==> src/rtl/traceback_stack.sv <==
// LIFO reversal buffer for Viterbi traceback: bits pushed in reverse time order drain forward via valid/ready.
// Optional macro TRACEBACK_STACK_LEVEL_EN adds a registered occupancy output 'level'.
module traceback_stack #(
    parameter int unsigned DEPTH  = 16,
    parameter int unsigned ADDR_W = 4,
    parameter int unsigned DATA_W = 1
) (
    input  logic              clk,
    input  logic              rst,
    input  logic              clear,
    input  logic              push,
    input  logic [DATA_W-1:0] push_data,
    input  logic              drain_start,
    output logic [DATA_W-1:0] out_data,
    output logic              out_valid,
    input  logic              out_ready,
    output logic              stack_empty,
    output logic              stack_full,
    output logic              push_err,
    output logic              done
`ifdef TRACEBACK_STACK_LEVEL_EN
    ,
    output logic [ADDR_W:0]   level
`endif
);

    localparam int unsigned CNT_W = ADDR_W + 1;

    typedef enum logic [1:0] {
        IDLE  = 2'd0,
        FILL  = 2'd1,
        DRAIN = 2'd2
    } state_t;

    state_t              state, state_nxt;
    logic [CNT_W-1:0]    count, count_nxt;
    logic [DATA_W-1:0]   out_data_nxt;
    logic                out_valid_nxt;
    logic                push_err_nxt;
    logic                done_nxt;
    logic                wr_en;
    logic [ADDR_W-1:0]   wr_addr;
    logic [ADDR_W-1:0]   rd_addr;
    logic [DATA_W-1:0]   mem [DEPTH];

    // The stack pointer is the low bits of count; count carries the extra bit so full never aliases empty.
    assign wr_addr     = count[ADDR_W-1:0];
    assign rd_addr     = ADDR_W'(count - CNT_W'(1));
    assign stack_full  = (count == CNT_W'(DEPTH));
    assign stack_empty = (count == '0) && !out_valid;

    always_ff @(posedge clk or posedge rst) begin
        if (rst) begin
            state <= IDLE;
        end else begin
            state <= state_nxt;
        end
    end

    always_comb begin
        state_nxt     = state;
        count_nxt     = count;
        out_data_nxt  = out_data;
        out_valid_nxt = out_valid;
        push_err_nxt  = push_err;
        done_nxt      = 1'b0;
        wr_en         = 1'b0;
        if (clear) begin
            state_nxt     = IDLE;
            count_nxt     = '0;
            out_data_nxt  = '0;
            out_valid_nxt = 1'b0;
            push_err_nxt  = 1'b0;
        end else begin
            case (state)
                IDLE, FILL: begin
                    if (push) begin
                        if (stack_full) begin
                            push_err_nxt = 1'b1;
                        end else begin
                            wr_en     = 1'b1;
                            count_nxt = count + CNT_W'(1);
                        end
                        state_nxt = FILL;
                    end
                    // A same-cycle push is still written before the drain begins.
                    if (drain_start) begin
                        state_nxt = DRAIN;
                    end
                end
                DRAIN: begin
                    if (push) begin
                        push_err_nxt = 1'b1;
                    end
                    if ((!out_valid || out_ready) && (count != '0)) begin
                        out_data_nxt  = mem[rd_addr];
                        out_valid_nxt = 1'b1;
                        count_nxt     = count - CNT_W'(1);
                    end else if (out_ready && (count == '0)) begin
                        out_valid_nxt = 1'b0;
                    end
                    if ((count == '0) && !out_valid) begin
                        done_nxt  = 1'b1;
                        state_nxt = IDLE;
                    end
                end
                default: begin
                    state_nxt = IDLE;
                end
            endcase
        end
    end

    always_ff @(posedge clk or posedge rst) begin
        if (rst) begin
            count     <= '0;
            out_data  <= '0;
            out_valid <= 1'b0;
            push_err  <= 1'b0;
            done      <= 1'b0;
        end else begin
            count     <= count_nxt;
            out_data  <= out_data_nxt;
            out_valid <= out_valid_nxt;
            push_err  <= push_err_nxt;
            done      <= done_nxt;
        end
    end

    // Storage has no reset; only entries below count are ever read.
    always_ff @(posedge clk) begin
        if (wr_en) begin
            mem[wr_addr] <= push_data;
        end
    end

`ifdef TRACEBACK_STACK_LEVEL_EN
    always_ff @(posedge clk or posedge rst) begin
        if (rst) begin
            level <= '0;
        end else begin
            level <= count_nxt;
        end
    end
`endif

endmodule
==> config.mk <==
export PLATFORM = sky130hd
export DESIGN_NAME = traceback_stack
export DESIGN_NICKNAME = d
export VERILOG_FILES = /design/src/rtl/traceback_stack.sv
export SDC_FILE = /design/constraint.sdc
export NUM_CORES = 1
export LEC_CHECK = 0
export BUFFER_PORTS_ARGS = -buffer_cell sky130_fd_sc_hd__buf_2
export CAP_MARGIN = 20
export CORE_UTILIZATION = 55
export CTS_CLUSTER_DIAMETER = 30
export DETAILED_ROUTE_END_ITERATION = 10
export GPL_TIMING_DRIVEN = 0
export PLACE_DENSITY = 0.77
export SLEW_MARGIN = 25
export SYNTH_ARGS = -nofsm -noshare
export SYNTH_HDL_FRONTEND = slang
export SYNTH_SLANG_ARGS = --single-unit
==> constraint.sdc <==
create_clock -name clk -period 3 [get_ports clk]
set_input_delay 0.6 -clock clk [delete_from_list [all_inputs] [get_ports clk]]
set_output_delay 0.6 -clock clk [all_outputs]
set_load 0.005 [all_outputs]
==> impl_metrics.sql <==
INSERT INTO impl_metrics (metric_group, metric, value, unit) VALUES
('clocking', 'htree_num_levels', '1', ''),
('setup_path', 'worst-endpoint-required', '2.40', 'ns'),
('job', 'drv_cap', '0', ''),
('synth', 'synth_xor_xnor_area_share', '1.84', '%'),
('clocking', 'cts.reportedPaths.clkPinSlew', '0.16', 'ns'),
('layout', 'area.growth.synth_to_final', '9.44', '%'),
('floorplan', 'starting_density_of_the_core', '57.8', '%'),
('floorplan', 'dieHeight', '53.0', 'µm'),
('global_route', 'vias_in_the_first_global_route', '861', ''),
('layout', 'postLayoutCoreUtil', '63.2', '%'),
('setup_path', 'worst_setup_path_end_kind', 'primary output', ''),
('pwr', 'pwr_density_cell', '540', 'mW/mm²'),
('timing', 'min_period_over_period', '94.2', '%'),
('setup_path', 'timing.rr.end', 'count[4]$_DFFE_PP0P_', ''),
('timing', 'rsz0062_at_grt', 'no', ''),
('global_route', 'antenna_found_initial', '0', ''),
('clocking', 'cts.hold.buffers_added', '0', ''),
('clocking', 'worstSkewPairLatency', '0.35', 'ns'),
('detailed_routing', 'finalWirelength', '2.71', 'mm'),
('setup_path', 'criticalPathCategory', 'reg -> out', ''),
('synth', 'number_of_warning_messages_in_the_yosys_log', '0', ''),
('global_route', 'global_route.overflow_total', '0', ''),
('global_route', 'grt_start_max_net_pins', '18', ''),
('timing', 'final.min_clock_period', '2.82', 'ns'),
('pwr', 'worst_vdd_drop', '0.000414', 'V'),
('layout', 'final_net_count', '154', ''),
('floorplan', 'dieWidth', '53.0', 'µm'),
('setup_path', 'reg2regPathDepth', '8', ''),
('synth', 'synth_top_family_by_area', 'simple AND/OR/NAND/NOR gates', ''),
('clocking', 'cts.path.max_buffers', '2', ''),
('clocking', 'cts_buffers', '3', ''),
('layout', 'most-common-layout-cells', 'sky130_fd_sc_hd__nor2_1 (21), sky130_fd_sc_hd__edfxtp_1 (16), sky130_fd_sc_hd__buf_2 (15), sky130_fd_sc_hd__dfrtp_1 (11), sky130_fd_sc_hd__a21oi_1 (7)', ''),
('setup_path', 'r2r_start', 'count[0]$_DFFE_PP0P_', ''),
('global_route', 'grt_first_pass_wirelength', '4.19', 'mm'),
('layout', 'fill_cells', '209', ''),
('setup_path', 'worst_path_cell_chain', 'buf_2 -> inv_1 -> ha_1 -> nor4b_2 -> or2b_1 -> inv_1 -> buf_2', ''),
('floorplan', 'core-area', '0.00248', 'mm²'),
('placed_design', 'io_buffers', '12', ''),
('detailed_routing', 'drt-pass1-iter-count', '4', ''),
('synth', 'compound_gate_portion_of_the_synthesized_area', '6.38', '%'),
('placed_design', 'hpwlAfterDp', '1.92', 'mm'),
('setup_path', 'timing.reg2reg.setup_slack', '0.58', 'ns'),
('layout', 'n_antenna_cell', '0', ''),
('detailed_routing', 'vias', '993', ''),
('synth', 'synth_sequential_area_ratio', '52.8', '%'),
('detailed_routing', 'drt_iter0_drc', '38', ''),
('floorplan', 'std_cell_rows', '18', ''),
('placed_design', 'gp_congestion', '0.802', ''),
('layout', 'mostFrequentLayoutCell', 'sky130_fd_sc_hd__nor2_1', ''),
('clocking', 'cts-root-buf', 'sky130_fd_sc_hd__clkbuf_4', ''),
('synth', 'post_synth_instance_area', '0.00143', 'mm²'),
('timing', 'worst_slew_margin_rel', '69.5', '%'),
('status', 'run_status', 'finished, final reports clean', ''),
('placed_design', 'placed_cells', '168', ''),
('clocking', 'cts_resized', '0', ''),
('layout', 'final_cells', '172', ''),
('timing', 'hold_violations', '0', ''),
('timing', 'slew_violations', '0', ''),
('clocking', 'tritoncts', 'done', ''),
('setup_path', 'critical_path_arrival', '2.22', 'ns'),
('timing', 'timing_worst_slew_pin_value', '0.457', 'ns'),
('synth', 'syn-num-nets', '137', ''),
('detailed_routing', 'detail_route.wl_per_cell', '15.8', 'µm'),
('timing', 'worst_clock_skew_on_the_final_layout', '0.00356', 'ns'),
('timing', 'holdWs', '0.221', 'ns'),
('synth', 'netlist_instances', '126', ''),
('min_path', 'hold_class', 'in -> async', ''),
('timing', 'fmax', '354', 'MHz'),
('floorplan', 'area_enclosed_by_the_die_boundary', '0.00281', 'mm²'),
('timing', 'sum_of_negative_setup_slack', '0', 'ns'),
('clocking', 'tritoncts_num_sinks', '27', '');
==> critical path, delay by kind of cell, from the launching register on <==
family | cells | cell delay (ns)
AND/OR/NAND/NOR | 2 | 0.70
buffers and inverters | 4 | 0.47
flip-flops | 1 | 0.43
adder cells (fa/ha/maj) | 1 | 0.27
==> Yosys cell counts <==
| cell type | n | area (µm²) |
|---|---|---|
| sky130_fd_sc_hd__nor3_1 | 5 | 25.0 |
| sky130_fd_sc_hd__and3_1 | 2 | 12.5 |
| sky130_fd_sc_hd__dfrtp_1 | 11 | 275 |
| sky130_fd_sc_hd__a21o_1 | 1 | 7.51 |
| sky130_fd_sc_hd__mux2i_1 | 4 | 40.0 |
| sky130_fd_sc_hd__nand3b_1 | 1 | 7.51 |
| sky130_fd_sc_hd__nor4b_1 | 1 | 8.76 |
| sky130_fd_sc_hd__clkbuf_1 | 3 | 11.3 |
| sky130_fd_sc_hd__edfxtp_1 | 16 | 480 |
| sky130_fd_sc_hd__or3_1 | 1 | 6.26 |
| sky130_fd_sc_hd__inv_1 | 6 | 22.5 |
| sky130_fd_sc_hd__nand4_1 | 1 | 6.26 |
| sky130_fd_sc_hd__nor2b_1 | 6 | 37.5 |
| sky130_fd_sc_hd__nand2_1 | 6 | 22.5 |
| sky130_fd_sc_hd__or2b_1 | 1 | 7.51 |
| sky130_fd_sc_hd__a21oi_1 | 7 | 35.0 |
| sky130_fd_sc_hd__buf_2 | 3 | 15.0 |
| sky130_fd_sc_hd__nand2b_1 | 3 | 18.8 |
| sky130_fd_sc_hd__nor2_1 | 21 | 78.8 |
| sky130_fd_sc_hd__xor2_1 | 1 | 8.76 |
| sky130_fd_sc_hd__a311oi_1 | 1 | 8.76 |
| sky130_fd_sc_hd__buf_6 | 1 | 11.3 |
| sky130_fd_sc_hd__mux2_1 | 3 | 33.8 |
| sky130_fd_sc_hd__o21ai_0 | 2 | 10.0 |
| sky130_fd_sc_hd__mux4_2 | 4 | 90.1 |
| sky130_fd_sc_hd__a211o_1 | 1 | 8.76 |
| sky130_fd_sc_hd__and3b_1 | 1 | 8.76 |
| sky130_fd_sc_hd__ha_1 | 4 | 50.1 |
| sky130_fd_sc_hd__and4bb_4 | 1 | 16.3 |
| sky130_fd_sc_hd__or3b_1 | 2 | 17.5 |
| sky130_fd_sc_hd__o221ai_1 | 1 | 8.76 |
| sky130_fd_sc_hd__a22oi_2 | 1 | 12.5 |
| sky130_fd_sc_hd__xnor2_1 | 2 | 17.5 |
| sky130_fd_sc_hd__nand3_1 | 2 | 10.0 |
==> worst max path at each step <==
stage / from / end
finish: count[0]$_DFFE_PP0P_ / stack_empty
global route: count[0]$_DFFE_PP0P_ / stack_empty
CTS: count[0]$_DFFE_PP0P_ / stack_empty
detailed placement: count[0]$_DFFE_PP0P_ / stack_empty
global placement: count[0]$_DFFE_PP0P_ / stack_empty
floorplan: count[0]$_DFFE_PP0P_ / stack_empty
==> layout make-up <==
type / instances / area [µm²] / area share, %
Buffer: 7 / 37.5 / 2.40
Timing Repair Buffer: 12 / 60.1 / 3.83
Sequential cell: 27 / 756 / 48.2
Clock buffer: 3 / 22.5 / 1.44
Multi-Input combinational cell: 86 / 622 / 39.7
Clock inverter: 1 / 8.76 / 0.559
Inverter: 6 / 22.5 / 1.44
Tap cell: 30 / 37.5 / 2.40
==> where the power goes <==
| part | internal (mW) | leakage [nW] | switching [mW] |
|---|---|---|---|
| Sequential | 0.413 | 0.293 | 0.0181 |
| Combinational | 0.109 | 0.327 | 0.128 |
| Clock | 0.0548 | 0.0183 | 0.123 |
| Total | 0.577 | 0.638 | 0.269 |
==> stage by stage <==
stage / area [µm²] / setup slack, ns / power, mW
floorplan: 1430 / 0.776 / 0.610
CTS: 1560 / 0.0114 / 0.845
finish: 1570 / 0.175 / 0.846
global placement: 1530 / 0.436 / 0.665
detailed placement: 1530 / 0.424 / 0.673
global route: 1570 / 0.0601 / 0.882
==> layer usage <==
layer / track usage, % / up-vias / share of wire (%)
met5: 0 / - / 0
met4: 9.21 / 0 / 1.7
met3: 3.45 / 5 / 4.6
met2: 31.9 / 32 / 49
met1: 32.2 / 474 / 45
li1: - / 482 / -
==> logic make-up after synthesis <==
| kind of cell | Yosys count |
|---|---|
| AOI/OAI and AO/OA | 14 |
| muxes | 11 |
| adders and majority gates | 4 |
| buffers and inverters | 13 |
| xor gates and xnor gates | 3 |
| DFF | 27 |
| and+or+nand+nor | 54 |
==> registers in the layout (all words and copies together) (netlist names) <==
signal and flops:
out_valid 1, count 5, state 2, out_data 1, mem 16, push_err 1
done 1
No activity file was read; power rests on OpenSTA's default activity.
